`config.mk`:
```
export PLATFORM = sky130hd
export DESIGN_NAME = writeback_stage
export DESIGN_NICKNAME = d
export VERILOG_FILES = /design/src/rtl/riscv_pkg.sv /design/src/rtl/load_align.sv /design/src/rtl/writeback_stage.sv
export SDC_FILE = /design/constraint.sdc
export NUM_CORES = 1
export LEC_CHECK = 0
export ABC_CLOCK_PERIOD_IN_PS = 2550
export BUFFER_PORTS_ARGS = -buffer_cell sky130_fd_sc_hd__clkbuf_2
export CAP_MARGIN = 5
export CORE_ASPECT_RATIO = 0.75
export CORE_UTILIZATION = 49
export CTS_CLUSTER_DIAMETER = 50
export DETAILED_ROUTE_END_ITERATION = 7
export GPL_TIMING_DRIVEN = 0
export PLACE_DENSITY = 0.81
export SYNTH_ARGS = -nofsm -noshare
export SYNTH_HDL_FRONTEND = slang
export SYNTH_SLANG_ARGS = --single-unit
```
`constraint.sdc`:
```
create_clock -name clk -period 2.55 [get_ports clk]
set_input_delay 0.255 -clock clk [delete_from_list [all_inputs] [get_ports clk]]
set_output_delay 0.255 -clock clk [all_outputs]
set_load 0.1 [all_outputs]
```
`src/rtl/riscv_pkg.sv`:
```
// Shared RISC-V core definitions: load funct3 encodings and writeback FSM states.
package riscv_pkg;

  localparam logic [2:0] F3_LB  = 3'b000;
  localparam logic [2:0] F3_LH  = 3'b001;
  localparam logic [2:0] F3_LW  = 3'b010;
  localparam logic [2:0] F3_LBU = 3'b100;
  localparam logic [2:0] F3_LHU = 3'b101;

  typedef enum logic {
    IDLE     = 1'b0,
    WAIT_MEM = 1'b1
  } wb_state_t;

endpackage

```
`src/rtl/load_align.sv`:
```
// Combinational load alignment: picks the byte/halfword/word addressed by
// addr_lo out of a naturally aligned word, extends it, and flags illegal
// or misaligned accesses. Kept standalone so store-side checks can reuse it.
module load_align
  import riscv_pkg::*;
#(
  parameter int XLEN = 32
) (
  input  logic [2:0]      funct3,
  input  logic [1:0]      addr_lo,
  input  logic [XLEN-1:0] rdata,
  output logic [XLEN-1:0] data,
  output logic            misaligned
);

  logic [7:0]  byte_sel;
  logic [15:0] half_sel;

  // Lane selection: byte lane from both address bits, halfword lane from bit 1.
  always_comb begin
    byte_sel = rdata[{addr_lo, 3'b000} +: 8];
    half_sel = rdata[{addr_lo[1], 4'b0000} +: 16];
  end

  // Extension and legality by load type; unknown funct3 is treated as illegal.
  always_comb begin
    data       = rdata;
    misaligned = 1'b0;
    case (funct3)
      F3_LB:   data = {{(XLEN-8){byte_sel[7]}}, byte_sel};
      F3_LBU:  data = {{(XLEN-8){1'b0}}, byte_sel};
      F3_LH: begin
        data       = {{(XLEN-16){half_sel[15]}}, half_sel};
        misaligned = addr_lo[0];
      end
      F3_LHU: begin
        data       = {{(XLEN-16){1'b0}}, half_sel};
        misaligned = addr_lo[0];
      end
      F3_LW:   misaligned = (addr_lo != 2'b00);
      default: misaligned = 1'b1;
    endcase
  end

endmodule

```
`src/rtl/writeback_stage.sv`:
```
// Writeback stage: sole driver of the regfile write port. ALU results commit
// one cycle after accept; loads park in WAIT_MEM until the memory response
// arrives, then commit the aligned/extended value.
module writeback_stage
  import riscv_pkg::*;
#(
  parameter int XLEN       = 32,
  parameter int REG_ADDR_W = 5
) (
  input  logic                  clk,
  input  logic                  rst,
  input  logic                  in_valid,
  output logic                  in_ready,
  input  logic                  in_reg_write,
  input  logic [REG_ADDR_W-1:0] in_rd,
  input  logic                  in_is_load,
  input  logic [2:0]            in_funct3,
  input  logic [1:0]            in_addr_lo,
  input  logic [XLEN-1:0]       in_alu_result,
  input  logic                  mem_rvalid,
  input  logic [XLEN-1:0]       mem_rdata,
  output logic                  RegWrite,
  output logic [REG_ADDR_W-1:0] write_register,
  output logic [XLEN-1:0]       write_data,
  output logic                  load_pending,
  output logic [REG_ADDR_W-1:0] load_pending_rd,
  output logic                  misaligned_err
);

  wb_state_t state_reg, state_next;

  // Latched context of the outstanding load.
  logic [REG_ADDR_W-1:0] ld_rd_reg;
  logic                  ld_we_reg;
  logic [2:0]            ld_f3_reg;
  logic [1:0]            ld_addr_reg;

  logic                  reg_write_next;
  logic [REG_ADDR_W-1:0] write_register_next;
  logic [XLEN-1:0]       write_data_next;
  logic                  misaligned_next;
  logic                  latch_load;

  logic                  accept;
  logic [2:0]            align_f3;
  logic [1:0]            align_addr;
  logic [XLEN-1:0]       align_data;
  logic                  align_misaligned;

  assign in_ready        = (state_reg == IDLE);
  assign accept          = in_valid && in_ready;
  assign load_pending    = (state_reg == WAIT_MEM);
  assign load_pending_rd = load_pending ? ld_rd_reg : '0;

  // One aligner serves both phases: in IDLE it vets the incoming load's
  // legality, in WAIT_MEM it extracts from the response using latched context.
  assign align_f3   = (state_reg == IDLE) ? in_funct3  : ld_f3_reg;
  assign align_addr = (state_reg == IDLE) ? in_addr_lo : ld_addr_reg;

  load_align #(
    .XLEN(XLEN)
  ) u_load_align (
    .funct3     (align_f3),
    .addr_lo    (align_addr),
    .rdata      (mem_rdata),
    .data       (align_data),
    .misaligned (align_misaligned)
  );

  // Next-state and next-output logic; write index/data hold unless a write fires.
  always_comb begin
    state_next          = state_reg;
    reg_write_next      = 1'b0;
    write_register_next = write_register;
    write_data_next     = write_data;
    misaligned_next     = 1'b0;
    latch_load          = 1'b0;
    case (state_reg)
      IDLE: begin
        if (accept) begin
          if (!in_is_load) begin
            if (in_reg_write && (in_rd != '0)) begin
              reg_write_next      = 1'b1;
              write_register_next = in_rd;
              write_data_next     = in_alu_result;
            end
          end else if (align_misaligned) begin
            misaligned_next = 1'b1;
          end else begin
            latch_load = 1'b1;
            state_next = WAIT_MEM;
          end
        end
      end
      WAIT_MEM: begin
        if (mem_rvalid) begin
          state_next = IDLE;
          if (ld_we_reg && (ld_rd_reg != '0)) begin
            reg_write_next      = 1'b1;
            write_register_next = ld_rd_reg;
            write_data_next     = align_data;
          end
        end
      end
      default: state_next = IDLE;
    endcase
  end

  // State, output and load-context registers; reset drops any in-flight load.
  always_ff @(posedge clk or posedge rst) begin
    if (rst) begin
      state_reg      <= IDLE;
      RegWrite       <= 1'b0;
      write_register <= '0;
      write_data     <= '0;
      misaligned_err <= 1'b0;
      ld_rd_reg      <= '0;
      ld_we_reg      <= 1'b0;
      ld_f3_reg      <= 3'b000;
      ld_addr_reg    <= 2'b00;
    end else begin
      state_reg      <= state_next;
      RegWrite       <= reg_write_next;
      write_register <= write_register_next;
      write_data     <= write_data_next;
      misaligned_err <= misaligned_next;
      if (latch_load) begin
        ld_rd_reg   <= in_rd;
        ld_we_reg   <= in_reg_write;
        ld_f3_reg   <= in_funct3;
        ld_addr_reg <= in_addr_lo;
      end
    end
  end

endmodule

```
After elaboration in Yosys (flattened, before gate mapping)
Index checks and enable logic that the tools add are counted.
- memory bits (read-only): 0
- bits in latches: 0
- word-level logic and storage cells: 64
- memories: 0
- memory bits (writable): 0
- bits in registers: 51
- reduce and logical (&&, ||, !) cells: 10
- shift operators: 2
- mux-type cells: 33
- bitwise gates (word level): 1
- $lt $le $gt $ge: 0
- equality and inequality tests: 9
- div/mod/pow operators: 0
- add/subtract/negate cells: 0
- multipliers: 0
- operators by type and width (cell ; count):
    32-bit two-way mux ; 5
    32-bit case mux with 4 select lines ; 1
    32-bit case mux with 2 select lines ; 1
    32-bit by 6-bit variable part select with 16-bit output ; 1
    32-bit by 6-bit variable part select with 8-bit output ; 1
    5-bit two-way mux ; 6
    1-bit two-way mux ; 14
    5-bit case mux with 2 select lines ; 1
    5-bit nonzero test ; 2
    3-bit equality test, second input constant ; 2
    2-bit by 1-bit inequality test with 1-bit output, second input constant ; 3
    5-bit AND reduction ; 1
    2-bit inequality test, second input constant ; 2
    1-bit case mux with 2 select lines ; 2
    2-bit OR reduction ; 2
    3-bit by 1-bit equality test with 1-bit output, second input constant ; 1
    3-bit by 2-bit equality test with 1-bit output, second input constant ; 1
    1-bit logical AND ; 3
    3-bit logical NOT ; 1
    3-bit two-way mux ; 1
    1-bit case mux with 3 select lines ; 1
    2-bit two-way mux ; 1
    2-bit nonzero test ; 1
    1-bit NOT ; 1

Longest topological paths before layout
- depth after elaboration: 8
- depth in mapped cells: 9
- gate-level depth less buffers: 6

Modules after synthesis
Synthesis repeated with hierarchy kept, for this count alone.
- cells, all modules: 286
- area, all modules: 3210.6 um2
- modules (own cells, without submodules) (module ; area each (um2) ; cells each ; instances ; sequential area each (um2)):
    writeback_stage ; 2509.9 ; 169 ; 1 ; 1276.2
    load_align ; 700.7 ; 117 ; 1 ; 0.0

Worst setup path after synthesis
Ideal clock, no wire load.
- path type: register -> register
- start: register state_reg, in the netlist load_pending
- end: register write_data[1]
- period minus slack after synthesis: 2.721 ns
- slack: -0.171 ns
- required time: 2.464 ns
- arrival time: 2.635 ns
- buffers on the path: 3
- cell stages (with the launch flop): 7
- library setup time: 0.086 ns
- cells stage by stage: dfrtp_1 > buf_6 > buf_2 > clkinv_1 > clkbuf_1 > a21oi_1 > o22ai_1
- RTL lines (item ; line ; RTL):
    from (decl) ; writeback_stage.sv:30 ; wb_state_t state_reg, state_next;
    from (signal assigned) ; writeback_stage.sv:122 ; state_reg <= state_next;
    1-bit NOT * ; n/a ;
    net in_ready ; writeback_stage.sv:13 ; output logic in_ready,
    1-bit logical AND ; writeback_stage.sv:51 ; assign accept = in_valid && in_ready;
    2-bit by 1-bit inequality test with 1-bit output (no source line) ; n/a ;
    5-bit AND reduction (no source line) ; n/a ;
    to (signal assigned) ; writeback_stage.sv:125 ; write_data <= write_data_next;
    to (decl) ; writeback_stage.sv:24 ; output logic [XLEN-1:0] write_data,
The timed path passes the listed nets; every way through them passes the cells marked *. The select of a mux whose other input is x is not followed.
A chain may end at the register's enable or synchronous reset.

Worst setup path in the final report
- start: register state_reg, in the netlist load_pending
- end: output port load_pending_rd[2]
- word-level cells in the longest chain between the ends: 1
- RTL lines (item ; line ; RTL):
    5-bit two-way mux ; writeback_stage.sv:53 ; assign load_pending_rd = load_pending ? ld_rd_reg : '0;
    to (decl) ; writeback_stage.sv:26 ; output logic [REG_ADDR_W-1:0] load_pending_rd,
Every way passes these cells.

==> metrics.yaml <==
status:
  outcome: "complete, no violations"
synthesis:
  ys_seq_area_frac: 0.411
  yosys_warnings: 0
  ys_seq_elements: 51
  synthTopCellsByArea: "dfrtp_1 (41%), mux2i_1 (11%), a31oi_1 (6.7%), nand2_1 (5.2%), nor2_1 (3.3%)"
  synth_nets: 416
  async_flop_share: 1.00
  ys_types: 43
  yosysTopAreaCell: "dfrtp_1"
  avgSynthCellArea_um2: 9.23
  syn_inst: 336
  netlist.area_leader.share: 0.411
  synthesis.area_um2: 3100
  synth_ff_type: "dfrtp_1"
  synth_edf_count: 0
clock_network:
  ctsRootBufferMaster: "clkbuf_8"
  cts_tree: "done"
  cts_buffers: 5
  cts_resized: 0
  post_cts_buffers: 0
  cts.sinks: 51
  htree_num_levels: 2
  clk-insertion-delay-late_ps: 320
  ctsLongestPathBuffers: 2
  clkTransAtPathRegs_ps: 100
  cts_hold_buf: 1
timing:
  rsz0062_at_grt: "false"
  period_share: 0.936
  drv_slew: 0
  worst_clock_skew_ps: 10.6
  setup_violations: 0
  fin_setup_tns_ps: 0
  tightest_slew_ps: 648
  slew_headroom: 0.566
  finalHoldViolations: 0
  fmax_mhz: 419
  min_period_ps: 2390
global_route:
  grt-ovfl-total: 0
  grt_pass1_wl_um: 15800
  grtUsageTotal: 0.313
  grt_pass1_vias: 3126
  antenna_found_initial: 0
  grt_max_degree: 31
floorplan:
  die_h_um: 70.9
  design.die.area_um2: 6660
  rows: 24
  initial_core_util: 0.522
  io_pins: 126
  core_area_um2: 5950
  die_w_um: 93.9
setup_path:
  setup.worst_path.start_class: "register"
  r2r_start: "load_pending$_DFF_PP0_"
  cp-startpoint: "load_pending$_DFF_PP0_"
  reg2regPathDepth: 6
  crit_end: "load_pending_rd[2]"
  arrival_ps: 2130
  critPathRequiredTime_ps: 2300
  max_stage_delay_ps: 460
  end_kind: "output port"
  rr_endpoint: "write_data[8]$_DFFE_PP0P_"
  slowest_stage: "clkbuf_2"
  crit_fanout: 10
  regToRegSetupSlack_ps: 210
  crit_type: "register to output port"
  crit_chain: "buf_6 > buf_2 > clkbuf_1 > and2_1 > clkbuf_2"
finish:
  largest_reg_flops: 32
  final_cell_mix: "clkbuf_2 (126), dfrtp_1 (50), nand2_1 (43)"
  n_fill_cell: 507
  drive_above_1_share: 0.355
  final_common_cell: "clkbuf_2"
  num-nets-final: 550
  final_util: 0.665
  area_delta_synth_final_pct: 27.4
  antenna-diode-count: 0
route:
  routed_via_density: 6.11
  antenna_left: 0
  drt_first_pass_iters: 5
  drt_iter0_markers: 276
  dr_total_vias: 3352
  remaining_drc_errors: 0
  routed_wl_um: 9880
  wl_per_cell_um: 18.0
pwr:
  ir_drop_uv: 1030
  leakagePower_nw: 1.90
  p_per_area_nw_per_um2: 1510
placement:
  hpwl_um: 7710
  numPortBuffers: 125
  gp_congestion: 0.953
hold_path:
  hold_path.class: "input pin to register"
job:
  drv_cap: 0
## report_power, final
part	internal [mW]	switching, mW
registers	1.19	0.240
clock network	0.202	0.301
logic	0.735	3.29
## Yosys cell counts (2+ instances only)
cell type	instances
a21oi_1	15
a21oi_2	3
a221o_1	2
a31oi_1	33
and2_1	6
and3_1	4
buf_2	7
buf_4	4
buf_6	3
clkbuf_1	13
clkinv_1	2
dfrtp_1	51
inv_1	2
mux2_1	7
mux2_2	4
mux2i_1	35
nand2_1	43
nand3_1	18
nor2_1	27
nor3b_1	5
o21ai_0	18
o221ai_1	11
o22ai_1	2
o31ai_1	2
## area by class of cell
class,count,area (um^2),area share
clock inverter,3,26.3,0.00665
inverter,5,18.8,0.00475
sequential,51,1280,0.323
timing repair buffer,127,656,0.166
clock buffer,5,68.8,0.0174
buffer,27,149,0.0377
multi-input combinational,253,1660,0.420
tap,78,97.6,0.0247
## layer usage
layer | wire length (um) | global-route usage | up-vias
met5 | 0 | 0 | -
met4 | 182 | 0.101 | 0
met3 | 1150 | 0.0656 | 19
met2 | 4280 | 0.474 | 251
met1 | 4270 | 0.449 | 1569
li1 | - | - | 1513
## critical path, delay by kind of cell (launching register included)
family / cells / cell delay, ps
buf+inv: 4 / 1200
simple gates: 1 / 230
flops: 1 / 380
## logic make-up after synthesis
| family | after synthesis | synth area share |
|---|---|---|
| simple gates | 110 | 0.164 |
| compound gates | 94 | 0.199 |
| flops | 51 | 0.411 |
| mux | 49 | 0.172 |
| buf+inv | 32 | 0.0537 |
## worst min-delay path by stage
stage                                          to                           from  cells past startpoint
finish                     load_pending$_DFF_PP0_                     mem_rvalid                      2
global route               load_pending$_DFF_PP0_                     mem_rvalid                      2
CTS                        load_pending$_DFF_PP0_                     mem_rvalid                      2
detailed placement       ld_rd_reg[1]$_DFFE_PP0P_                            rst                      2
global placement    write_register[1]$_DFFE_PP0P_  write_register[1]$_DFFE_PP0P_                      2
floorplan                  load_pending$_DFF_PP0_                     mem_rvalid                      1
## through the flow
step                      hold WS [ps]  instance area [um^2]  power (mW)  worst slack [ps]  instances
after CTS                          120                  3950        5.95               192        549
after detailed placement           300                  3850        5.44               275        540
after floorplan                    337                  3100        4.69               148        336
after global routing               131                  3950        6.21              55.1        549
final                              129                  3950        5.96               163        549
after global placement             463                  3830        5.37               272        539
(Power assumes the default switching activity.)
